<file path="src/rtl/dequeue_register_pkg.sv">
// Shared helpers for the receive-side message dequeue register.
package dequeue_register_pkg;

  // Width needed to hold block indices and block counts 0..n.
  function automatic int unsigned blk_cntr_width(input int unsigned n);
    return $clog2(n + 1);
  endfunction

endpackage

</file>
<file path="src/rtl/dequeue_msg_extract.sv">
// Combinational message extraction: locates the oldest pending message in
// the stored word and right-aligns its data fields to block 0.
module dequeue_msg_extract
  import dequeue_register_pkg::*;
#(
  parameter  int unsigned N         = 4,
  parameter  int unsigned BlockSize = 9,
  localparam int unsigned CntW      = blk_cntr_width(N),
  localparam int unsigned FieldW    = BlockSize - 1
) (
  input  logic [N-1:0]           start_mask,
  input  logic [N*BlockSize-1:0] word,
  output logic [CntW-1:0]        s,
  output logic [CntW-1:0]        e,
  output logic [N*FieldW-1:0]    data,
  output logic [CntW-1:0]        len
);

  logic [N*FieldW-1:0] fields;
  logic [N*FieldW-1:0] shifted;
  logic [N-1:0]        above;
  logic [N-1:0]        ctrl_bits;
  logic [CntW-1:0]     nxt;
  logic                s_empty;
  logic                nxt_empty;
  logic                unused_ctrl;

  // Strip the control bit from every block.
  always_comb begin
    fields    = '0;
    ctrl_bits = '0;
    for (int b = 0; b < int'(N); b++) begin
      fields[b*FieldW +: FieldW] = word[b*BlockSize+1 +: FieldW];
      ctrl_bits[b]               = word[b*BlockSize];
    end
  end

  // Control bits are already mirrored in start_mask.
  assign unused_ctrl = ^ctrl_bits;

  lzc #(.Width(N), .CntW(CntW)) i_lzc_start (
    .in_bits (start_mask),
    .cnt     (s),
    .empty   (s_empty)
  );

  // Pending starts strictly above s mark where the current message ends.
  always_comb begin
    above = '0;
    for (int i = 0; i < int'(N); i++) begin
      above[i] = start_mask[i] && (CntW'(i) > s);
    end
  end

  lzc #(.Width(N), .CntW(CntW)) i_lzc_next (
    .in_bits (above),
    .cnt     (nxt),
    .empty   (nxt_empty)
  );

  assign e   = nxt_empty ? CntW'(N - 1) : nxt - CntW'(1);
  assign len = s_empty ? '0 : (e - s + CntW'(1));

  // Barrel shift down by s blocks, then zero every block at or above len.
  always_comb begin
    shifted = fields >> (int'(s) * int'(FieldW));
    data    = '0;
    for (int b = 0; b < int'(N); b++) begin
      if (CntW'(b) < len) data[b*FieldW +: FieldW] = shifted[b*FieldW +: FieldW];
    end
  end

endmodule

</file>
<file path="src/rtl/lzc.sv">
// Lowest-set-bit finder: cnt is the index of the lowest 1 in in_bits,
// empty is high when no bit is set (cnt is then 0).
module lzc #(
  parameter int unsigned Width = 4,
  parameter int unsigned CntW  = 3
) (
  input  logic [Width-1:0] in_bits,
  output logic [CntW-1:0]  cnt,
  output logic             empty
);

  // Scan from the top so the last hit wins, leaving the lowest index.
  always_comb begin
    cnt = '0;
    for (int i = int'(Width) - 1; i >= 0; i--) begin
      if (in_bits[i]) cnt = CntW'(i);
    end
  end

  assign empty = ~|in_bits;

endmodule

</file>
<file path="src/rtl/dequeue_register.sv">
// Splits one received link word into its messages and streams them out
// one per cycle on an AXIS-style handshake.
module dequeue_register
  import dequeue_register_pkg::*;
#(
  parameter  int unsigned ClkDiv                    = 1,
  parameter  int unsigned MaxPossibleTransferSplits = 1,
  parameter  type         data_block_t              = logic [8:0],
  localparam int unsigned NumDatBlocks              = ClkDiv * MaxPossibleTransferSplits,
  localparam int unsigned BlockSize                 = $bits(data_block_t),
  localparam int unsigned FieldW                    = BlockSize - 1,
  localparam int unsigned CntW                      = blk_cntr_width(NumDatBlocks)
) (
  input  logic                              clk_i,
  input  logic                              rst_i,
  input  logic                              valid_i,
  output logic                              ready_o,
  input  logic [NumDatBlocks*BlockSize-1:0] data_i,
  output logic                              valid_o,
  input  logic                              ready_i,
  output logic [NumDatBlocks*FieldW-1:0]    data_o,
  output logic [CntW-1:0]                   num_blocks_o,
  output logic                              empty_drop_o
);

  logic [NumDatBlocks*BlockSize-1:0] word_q;
  logic [NumDatBlocks-1:0]           start_q;
  logic                              full_q;
  logic                              drop_q;

  logic [NumDatBlocks-1:0]           ctrl_in;
  logic [NumDatBlocks-1:0]           clr_mask;
  logic [CntW-1:0]                   msg_s;
  logic [CntW-1:0]                   msg_e;
  logic [NumDatBlocks*FieldW-1:0]    msg_data;
  logic [CntW-1:0]                   msg_len;
  logic                              last_msg;
  logic                              accept;
  logic                              pop;

  // Gather incoming control bits and the one-hot of the message being popped.
  always_comb begin
    ctrl_in  = '0;
    clr_mask = '0;
    for (int i = 0; i < int'(NumDatBlocks); i++) begin
      ctrl_in[i]  = data_i[i*BlockSize];
      clr_mask[i] = (CntW'(i) == msg_s);
    end
  end

  dequeue_msg_extract #(.N(NumDatBlocks), .BlockSize(BlockSize)) i_extract (
    .start_mask (start_q),
    .word       (word_q),
    .s          (msg_s),
    .e          (msg_e),
    .data       (msg_data),
    .len        (msg_len)
  );

  // No start above s means the message runs to the top block.
  assign last_msg = (msg_e == CntW'(NumDatBlocks - 1));
  assign ready_o  = ~full_q | (ready_i & last_msg);
  assign accept   = valid_i & ready_o;
  assign pop      = full_q & ready_i;

  // Word storage and pending-start bookkeeping; a new word overrides the old.
  always_ff @(posedge clk_i or posedge rst_i) begin
    if (rst_i) begin
      word_q  <= '0;
      start_q <= '0;
      full_q  <= 1'b0;
      drop_q  <= 1'b0;
    end else begin
      drop_q <= 1'b0;
      if (accept) begin
        word_q  <= data_i;
        start_q <= ctrl_in;
        full_q  <= |ctrl_in;
        drop_q  <= ~|ctrl_in;
      end else if (pop) begin
        start_q <= start_q & ~clr_mask;
        if (last_msg) full_q <= 1'b0;
      end
    end
  end

  assign valid_o      = full_q;
  assign data_o       = full_q ? msg_data : '0;
  assign num_blocks_o = full_q ? msg_len : '0;
  assign empty_drop_o = drop_q;

endmodule
</file>
<file path="config.mk">
export PLATFORM = sky130hd
export DESIGN_NAME = dequeue_register
export DESIGN_NICKNAME = d
export VERILOG_FILES = /design/src/rtl/dequeue_register_pkg.sv /design/src/rtl/dequeue_msg_extract.sv /design/src/rtl/lzc.sv /design/src/rtl/dequeue_register.sv
export SDC_FILE = /design/constraint.sdc
export NUM_CORES = 1
export LEC_CHECK = 0
export CAP_MARGIN = 10
export CORE_MARGIN = 1.5
export CORE_UTILIZATION = 37
export CTS_CLUSTER_SIZE = 8
export DETAILED_ROUTE_END_ITERATION = 16
export PLACE_DENSITY = 0.83
export SYNTH_ARGS = -nofsm -noshare
export SYNTH_HDL_FRONTEND = slang
export SYNTH_SLANG_ARGS = --single-unit
</file>
<file path="constraint.sdc">
create_clock -name clk_i -period 1.4 [get_ports clk_i]
set_clock_uncertainty 0.15 [all_clocks]
set_input_delay 0.28 -clock clk_i [delete_from_list [all_inputs] [get_ports clk_i]]
set_output_delay 0.28 -clock clk_i [all_outputs]
set_load 0.02 [all_outputs]
</file>
## After elaboration in Yosys (flattened, before gate mapping)

Cells that the tools add are included.

| storage, ports and cells | value |
|---|---|
| bits of input ports | 13 |
| bits in registers | 11 |
| logic and storage cells | 17 |
| output and inout port bits | 12 |

| operators by class | value |
|---|---|
| reduce and logical (&&, ||, !) cells | 2 |
| bitwise operators | 4 |
| $lt $le $gt $ge | 1 |
| mux-type cells | 7 |

Operator list:

| operator | count |
|---|---|
| $mux 8 | 2 |
| $mux 1 | 5 |
| $and 1x1->1 | 2 |
| $reduce_bool 2->1 | 1 |
| $logic_not 1->1 | 1 |
| $lt 1x1->1 const A | 1 |
| $not 1->1 | 1 |
| $or 1x1->1 | 1 |

## Logic depth before layout (Yosys ltp)

Gate-level depths: netlist (run 1).

| depth | value |
|---|---|
| depth after elaboration | 4 |
| gate-level depth with buffers | 3 |
| gate-level depth less buffers | 3 |

## Hierarchy

A second synthesis (run 1) with hierarchy kept.

| unflattened totals | value |
|---|---|
| cells, all modules | 63 |
| area, all modules | 699.4 um^2 |

By module, submodules not included:

| module | area each (um^2) | cells each | sequential area each (um^2) | times used |
|---|---|---|---|---|
| dequeue_register | 573.0 | 43 | 300.3 | 1 |
| dequeue_msg_extract | 96.3 | 14 | 0.0 | 1 |
| lzc | 15.0 | 3 | 0.0 | 2 |

## Worst setup path after synthesis (run 1)

Ideal clock, no wire load.

| timing | value |
|---|---|
| kind | reg-to-reg |
| start | register full_q (netlist: valid_o) |
| end | register word_q[1] |
| stages on the path, launching flop included | 4 |
| required time | 1125 ps |
| setup slack | -28 ps |
| setup time | 125 ps |
| clock period less this slack | 1428 ps |
| buffers on the path | 0 |
| arrival time | 1153 ps |
| cells stage by stage | dfrtp_1 > nand2b_4 > nand2_8 > mux2_4 |

| on the way | value |
|---|---|
| word-level cells in the longest chain between the ends | 3 |

Ends and longest elaborated chain:

| what | line | text |
|---|---|---|
| from (decl) | dequeue_register.sv:28 | `logic full_q;` |
| from (signal assigned) | dequeue_register.sv:78 | `full_q <= \|ctrl_in;` |
| $not 1->1 | dequeue_register.sv:62 | `assign ready_o = ~full_q \| (ready_i & last_msg);` |
| $or 1x1->1 | dequeue_register.sv:62 |  |
| net ready_o | dequeue_register.sv:17 | `output logic ready_o,` |
| $and 1x1->1 | dequeue_register.sv:63 | `assign accept = valid_i & ready_o;` |
| to (signal assigned) | dequeue_register.sv:76 | `word_q <= data_i;` |
| to (decl) | dequeue_register.sv:26 | `logic [NumDatBlocks*BlockSize-1:0] word_q;` |

The timed path passes the listed nets, and every way through them passes these cells.
A chain may end at the register's enable or synchronous reset.

## Worst setup path in the final report (run 1)

| timing | value |
|---|---|
| start | register full_q (netlist: valid_o) |
| end | output port data_o[3] |

| on the way | value |
|---|---|
| word-level cells in the longest chain between the ends | 4 |

Ends and longest elaborated chain:

| what | line | text |
|---|---|---|
| $mux 1 | -- |  |
| $lt 1x1->1 | -- |  |
| $mux 8 | -- |  |
| $mux 8 (*) | dequeue_register.sv:88 | `assign data_o = full_q ? msg_data : '0;` |
| to (decl) | dequeue_register.sv:21 | `output logic [NumDatBlocks*FieldW-1:0] data_o,` |

Every way passes the cells marked *; elsewhere a longest branch is shown, timed or not.

==> results of run 1 <==
-- power by group --
group / leakage, uW / switching, uW / internal [uW]
Sequential: 0.000118 / 23.5 / 326
Clock: 0.0000210 / 102 / 158
Combinational: 0.000293 / 115 / 194
-- metrics by stage --
stage / TNS, ps / instance area (sq um) / utilization (%) / hold slack (ps)
4_1_cts: -1540 / 851 / 72.6 / 147
6_report: -1500 / 860 / 73.4 / 138
3_3_place_gp: -4070 / 761 / 65.0 / 334
5_1_grt: -2170 / 860 / 73.4 / 175
2_1_floorplan: 0 / 488 / - / -29.9
3_5_place_dp: -4280 / 761 / 65.0 / 336
-- critical path: stages, from the launching register on --
cell and delay (ps):
dfrtp_2 450, buf_6 140, and2_4 130, buf_6 120
-- final cells by class --
cell class | count | share of cell area (%)
timing repair buffer | 32 | 37.1
sequential | 10 | 29.3
multi-input combinational | 21 | 26.9
clock buffer | 4 | 4.22
tap | 14 | 2.04
inverter | 1 | 0.437
-- synthesized netlist by cell type, drive strengths merged --
library cell,number
dfrtp,10
nor2,1
inv,1
buf,1
and2,8
nand2,3
nand2b,1
mux2,8
-- layout by cell type, fill, tap and decap left out, types with 2 or more instances in the layout --
cell              n
dfrtp_1           9
and2_2            3
nand2_1           2
mux2_4            8
clkdlybuf4s50_1  12
and2_4            5
buf_4             7
buf_6            10
clkbuf_4          3
-- metal layers --
metal,up-vias,global-route usage (%),share of wire [%]
li1,176,-,-
met1,180,20.9,38
met2,15,34.6,58
met3,0,3.41,4.5
met4,0,10.3,0
met5,-,0,0
-- state kept, by name (all words and copies together), names as in the netlist --
| name | cells |
|---|---|
| empty_drop_o | 1 |
| valid_o | 1 |
| word_q | 8 |
-- final timing paths --
path	start	endpoint	slack (ps)	depth (start not counted)
max reg2reg	valid_o	word_q[5]	-60	5
min reg2reg	word_q[7]	word_q[7]	360	1
min	rst_i	word_q[1]	140	2
max	valid_o	data_o[3]	-140	3
max in group asynchronous	rst_i	valid_o	680	2
min in group clk_i	word_q[7]	word_q[7]	360	1
-- cells by family (layout without fill, tap and decap cells) --
family / count (synthesis) / in the layout / synth area share (%)
buffers and inverters: 2 / 37 / 2.31
DFF: 10 / 10 / 51.4
muxes: 8 / 8 / 24.7
and+or+nand+nor: 13 / 13 / 21.6
-- what timing repair did --
action / CTS / global route
setup buffers: 5 / 0
pin swaps: 0 / 0
endpoints found under the hold margin: 0 / 0
gates cloned: 0 / 0
endpoints found under the setup margin: 12 / 19
resized for setup: 68 / 4
==> run metrics, run 1 <==
grt ovf=0; number of I/O port buffers=24; Cells after DPL=73; Fmax=651 MHz; first-pass GRT wire length=about 1800 um; Synth area leader=dfrtp_1; top cells by area, synth=dfrtp_1, mux2_4, and2_2; worst-skew pair later-pin latency=around 260 ps; Tcrit/Tclk final=110%; Worst-path clk slew=70 ps; maxcap violations=0; post-layout minimum cycle time=1540 ps; IO Pins=25; root buffer cell=clkbuf_4; Hold Crit Class=input pin to async pin; failing checks=negative setup slack; row count=12; mean area per synthesized cell=approximately 15 sq um; Cell Count, Final, Fillers Out=82; VDD IR max=0.000621 V; count of final setup violators=19; Relative slew margins=75.7%; routed length per instance=between 10 and 15 um; number of CTS-inserted buffers=3; post-synth top area share=between 50% and 60%; layout cell share with drive strength beyond 1=61.8%; RSZ-0062 raised after global routing=true; clk sinks=10; WP data required=between 900 and 1000 ps; Syn Nets=46; Starting Density=about two fifths; DRT Wirelength=roughly 1100 um; gp weighted congestion=between 0.6 and 0.7; synth unique cells=9; nets=just over 80; Detail Route Antenna Nets=0; flops & latches, synth=10; # diodes=0; Slew Viols, Final=0; Final HPWL DP=roughly 700 um; Die Y-Extent=39.3 um; filler cell count=80; DR iter-0 viols=0; CP Capture Type=output pin; Via Count=between 300 and 400; GRT Util Overall=between 10% and 20%; Post-CTS Hold Fix Bufs=0; H-tree Lvls=1; pin count of the biggest net entering global routing=11; Max FO, Critical Path=7; Layout area overhead=76.6%; sequential cell area=~250 sq um; Multi-input gate area=between 200 and 250 sq um; Fin. Hold Viols=0; Pwr Total=approximately 900 uW; outcome=complete, but fails checks; area of the mapped netlist=between 400 and 500 sq um; die area=between 1500 and 2000 sq um; clock tree buffer depth=2; core area=1170 sq um; register area share after synthesis=between 50% and 60%; Pre-antenna DRT Iters=1; routed vias/inst=4.52; CTS tree=built; DR DRC count=0; power per cell area=~1100 nW/um^2; final worst setup slack=-136 ps; Synth warnings=0; Cells after Synth=33; WS Path Type=register to output pin; leakage power=about 0.00043 uW; worst slack, placed=-549 ps; WP data arrival=between 1000 and 1500 ps; vias in the first global route=around 400; worst slew pin tran=approximately 360 ps; Startpoint Class=register; Die X=between 30 and 40 um; initial antenna violation count=0
Note: power is estimated with default switching activity, not from simulation.
==> run 2, diff against run 1 <==
==> constraint.sdc (replaced) <==
create_clock -name clk_i -period 1.4 [get_ports clk_i]
set_clock_uncertainty 0.15 [all_clocks]
set_input_delay 0.21 -clock clk_i [delete_from_list [all_inputs] [get_ports clk_i]]
set_output_delay 0.21 -clock clk_i [all_outputs]
set_load 0.02 [all_outputs]
==> run metrics, run 2 (synthesized netlist as in run 1, its figures left out) <==
Die Y-Extent=39.3 um (unchanged); maxcap violations=0 (unchanged); slowest CP cell=dfrtp_2; Crit path depth=3 (unchanged); H-tree Lvls=1 (unchanged); commonest non-fill, non-tap cell in the layout=clkdlybuf4s50_1; Biggest register=word_q; layout cell share with drive strength beyond 1=58.5% (-3.3 points); first-pass GRT wire length=1490 um (-18%); core area=1170 sq um (unchanged); DR DRC count=0 (unchanged); CTS tree=built; outcome=complete, but fails checks; Worst-path clk slew=70 ps (about the same); WP data required=1040 ps (+70 ps); DR iter-0 viols=0 (unchanged); Sum Neg Setup Slack=-244 ps (+1250 ps); Fmax=684 MHz (+5.1%); power per cell area=1030 nW/um^2 (-3.2%); Min Hold Slack=77.5 ps (-60.3 ps); initial antenna violation count=0 (unchanged); CP Capture Type=output pin; root buffer cell=clkbuf_4; routed length per instance=12.1 um (-12%); pin count of the biggest net entering global routing=11 (unchanged); Fin. Hold Viols=0 (unchanged); count of final setup violators=6 (-13); Final Cell Area=798 sq um (-7.1%); number of I/O port buffers=24 (unchanged); routed vias/inst=4.51 (-0.40%); Layout area overhead=64.0%; DP Area=761 sq um (unchanged); FF-to-FF path depth=4 (-1); Tcrit/Tclk final=104% (-5.4 points); Startpoint Class=register; Crit. Startpoint=valid_o; Pre-antenna DRT Iters=1 (unchanged); Relative slew margins=76.0% (+0.34 points); max reg flops=8 (unchanged); Detail Route Antenna Nets=0 (unchanged); CP Cell Sequence=buf_6 > and2_4 > buf_6; Die X=39.3 um (unchanged); DRT Wirelength=959 um (-15%); gp weighted congestion=0.641 (about the same); worst slew pin tran=359 ps (-5.09 ps); Via Count=356 (-4.0%); IO Pins=25 (unchanged); clk sinks=10 (unchanged); RSZ-0062 raised after global routing=true; Max FO, Critical Path=6 (-1); leakage power=0.000401 uW (-7.0%); cell family contributing the most delay on the critical path=flip-flops; # diodes=0 (unchanged); grt ovf=0 (unchanged); Hold Crit Class=input pin to async pin; FF-to-FF setup slack=20 ps (+80 ps); vias in the first global route=374 (-8.6%); nets=79 (-3.7%); failing checks=negative setup slack; row count=12 (unchanged); Slew Viols, Final=0 (unchanged); Starting Density=41.6% (unchanged); WP data arrival=1100 ps (about the same); worst-skew pair later-pin latency=250 ps (about the same); die area=1540 sq um (unchanged); WS Path Type=register to output pin; worst reg2reg endpoint=word_q[5]; Post-CTS Hold Fix Bufs=0 (unchanged); reg2reg start=valid_o; clock tree buffer depth=2 (unchanged); most used cell, CP=buf_6; most frequent cells in the layout=clkdlybuf4s50_1, dfrtp_1, mux2_4, buf_6; filler cell count=104 (+30%); Buf+Inv Stages, Crit Path=2 (unchanged); Worst path max stage delay=450 ps (about the same); Pwr Total=824 uW (-10%); GRT Util Overall=14.6% (-4.6 points); post-layout minimum cycle time=1460 ps (-75.0 ps); number of CTS-inserted buffers=3 (unchanged); final worst setup slack=-61.3 ps (+75.0 ps); VDD IR max=0.000616 V (-0.78%)
-- run 2: per-stage QoR --
step | setup WS, ps | instances | utilization [%]
CTS | -102 | 79 | 67.9
detailed placement | -401 | 73 | 65.0
global route | -108 | 79 | 68.2
finish | -61.3 | 79 | 68.2
global placement | -384 | 73 | 65.0
floorplan | 91.2 | 33 | -
-- run 2: routing by layer --
layer	global-route usage, %	wire (um)	vias to the layer above
met3	3.41	44	0
li1	-	-	173
met5	0	0	-
met4	2.59	0	0
met1	17.3	393	170
met2	26.7	520	13
-- run 2: final cells by class --
class | instances | area (sq um) | share of cell area [%]
repair buffers | 29 | 269 | 33.7
flip-flops and latches | 10 | 251 | 31.5
multi-input cells | 21 | 230 | 28.8
clock buffers | 4 | 26.3 | 3.29
well taps | 14 | 17.5 | 2.19
inverters | 1 | 3.75 | 0.470
-- run 2: worst max-delay path by stage --
stage | end | slack [ps]
final | data_o[3] | -60
after global routing | data_o[5] | -110
after CTS | data_o[2] | -100
after detailed placement | ready_o | -400
after global placement | ready_o | -380
after floorplan | word_q[1] | 90
-- run 2: worst reg2reg max path, delay by kind of cell (launching register included) --
| kind | cells | cell delay [ps] |
|---|---|---|
| buffers and inverters | 1 | 150 |
| flip-flops | 1 | 450 |
| multiplexers | 1 | 320 |
| AND/OR/NAND/NOR | 2 | 200 |
-- run 2: power by group --
part           internal (uW)  switching, uW
combinational            171            105
clock                    110           91.4
sequential               326           21.6
total                    606            218
-- run 2: timing repair --
action / in CTS / in global routing
setup buffers: 2 / 0
resized for setup: 60 / 5
endpoints found under the setup margin: 12 / 15
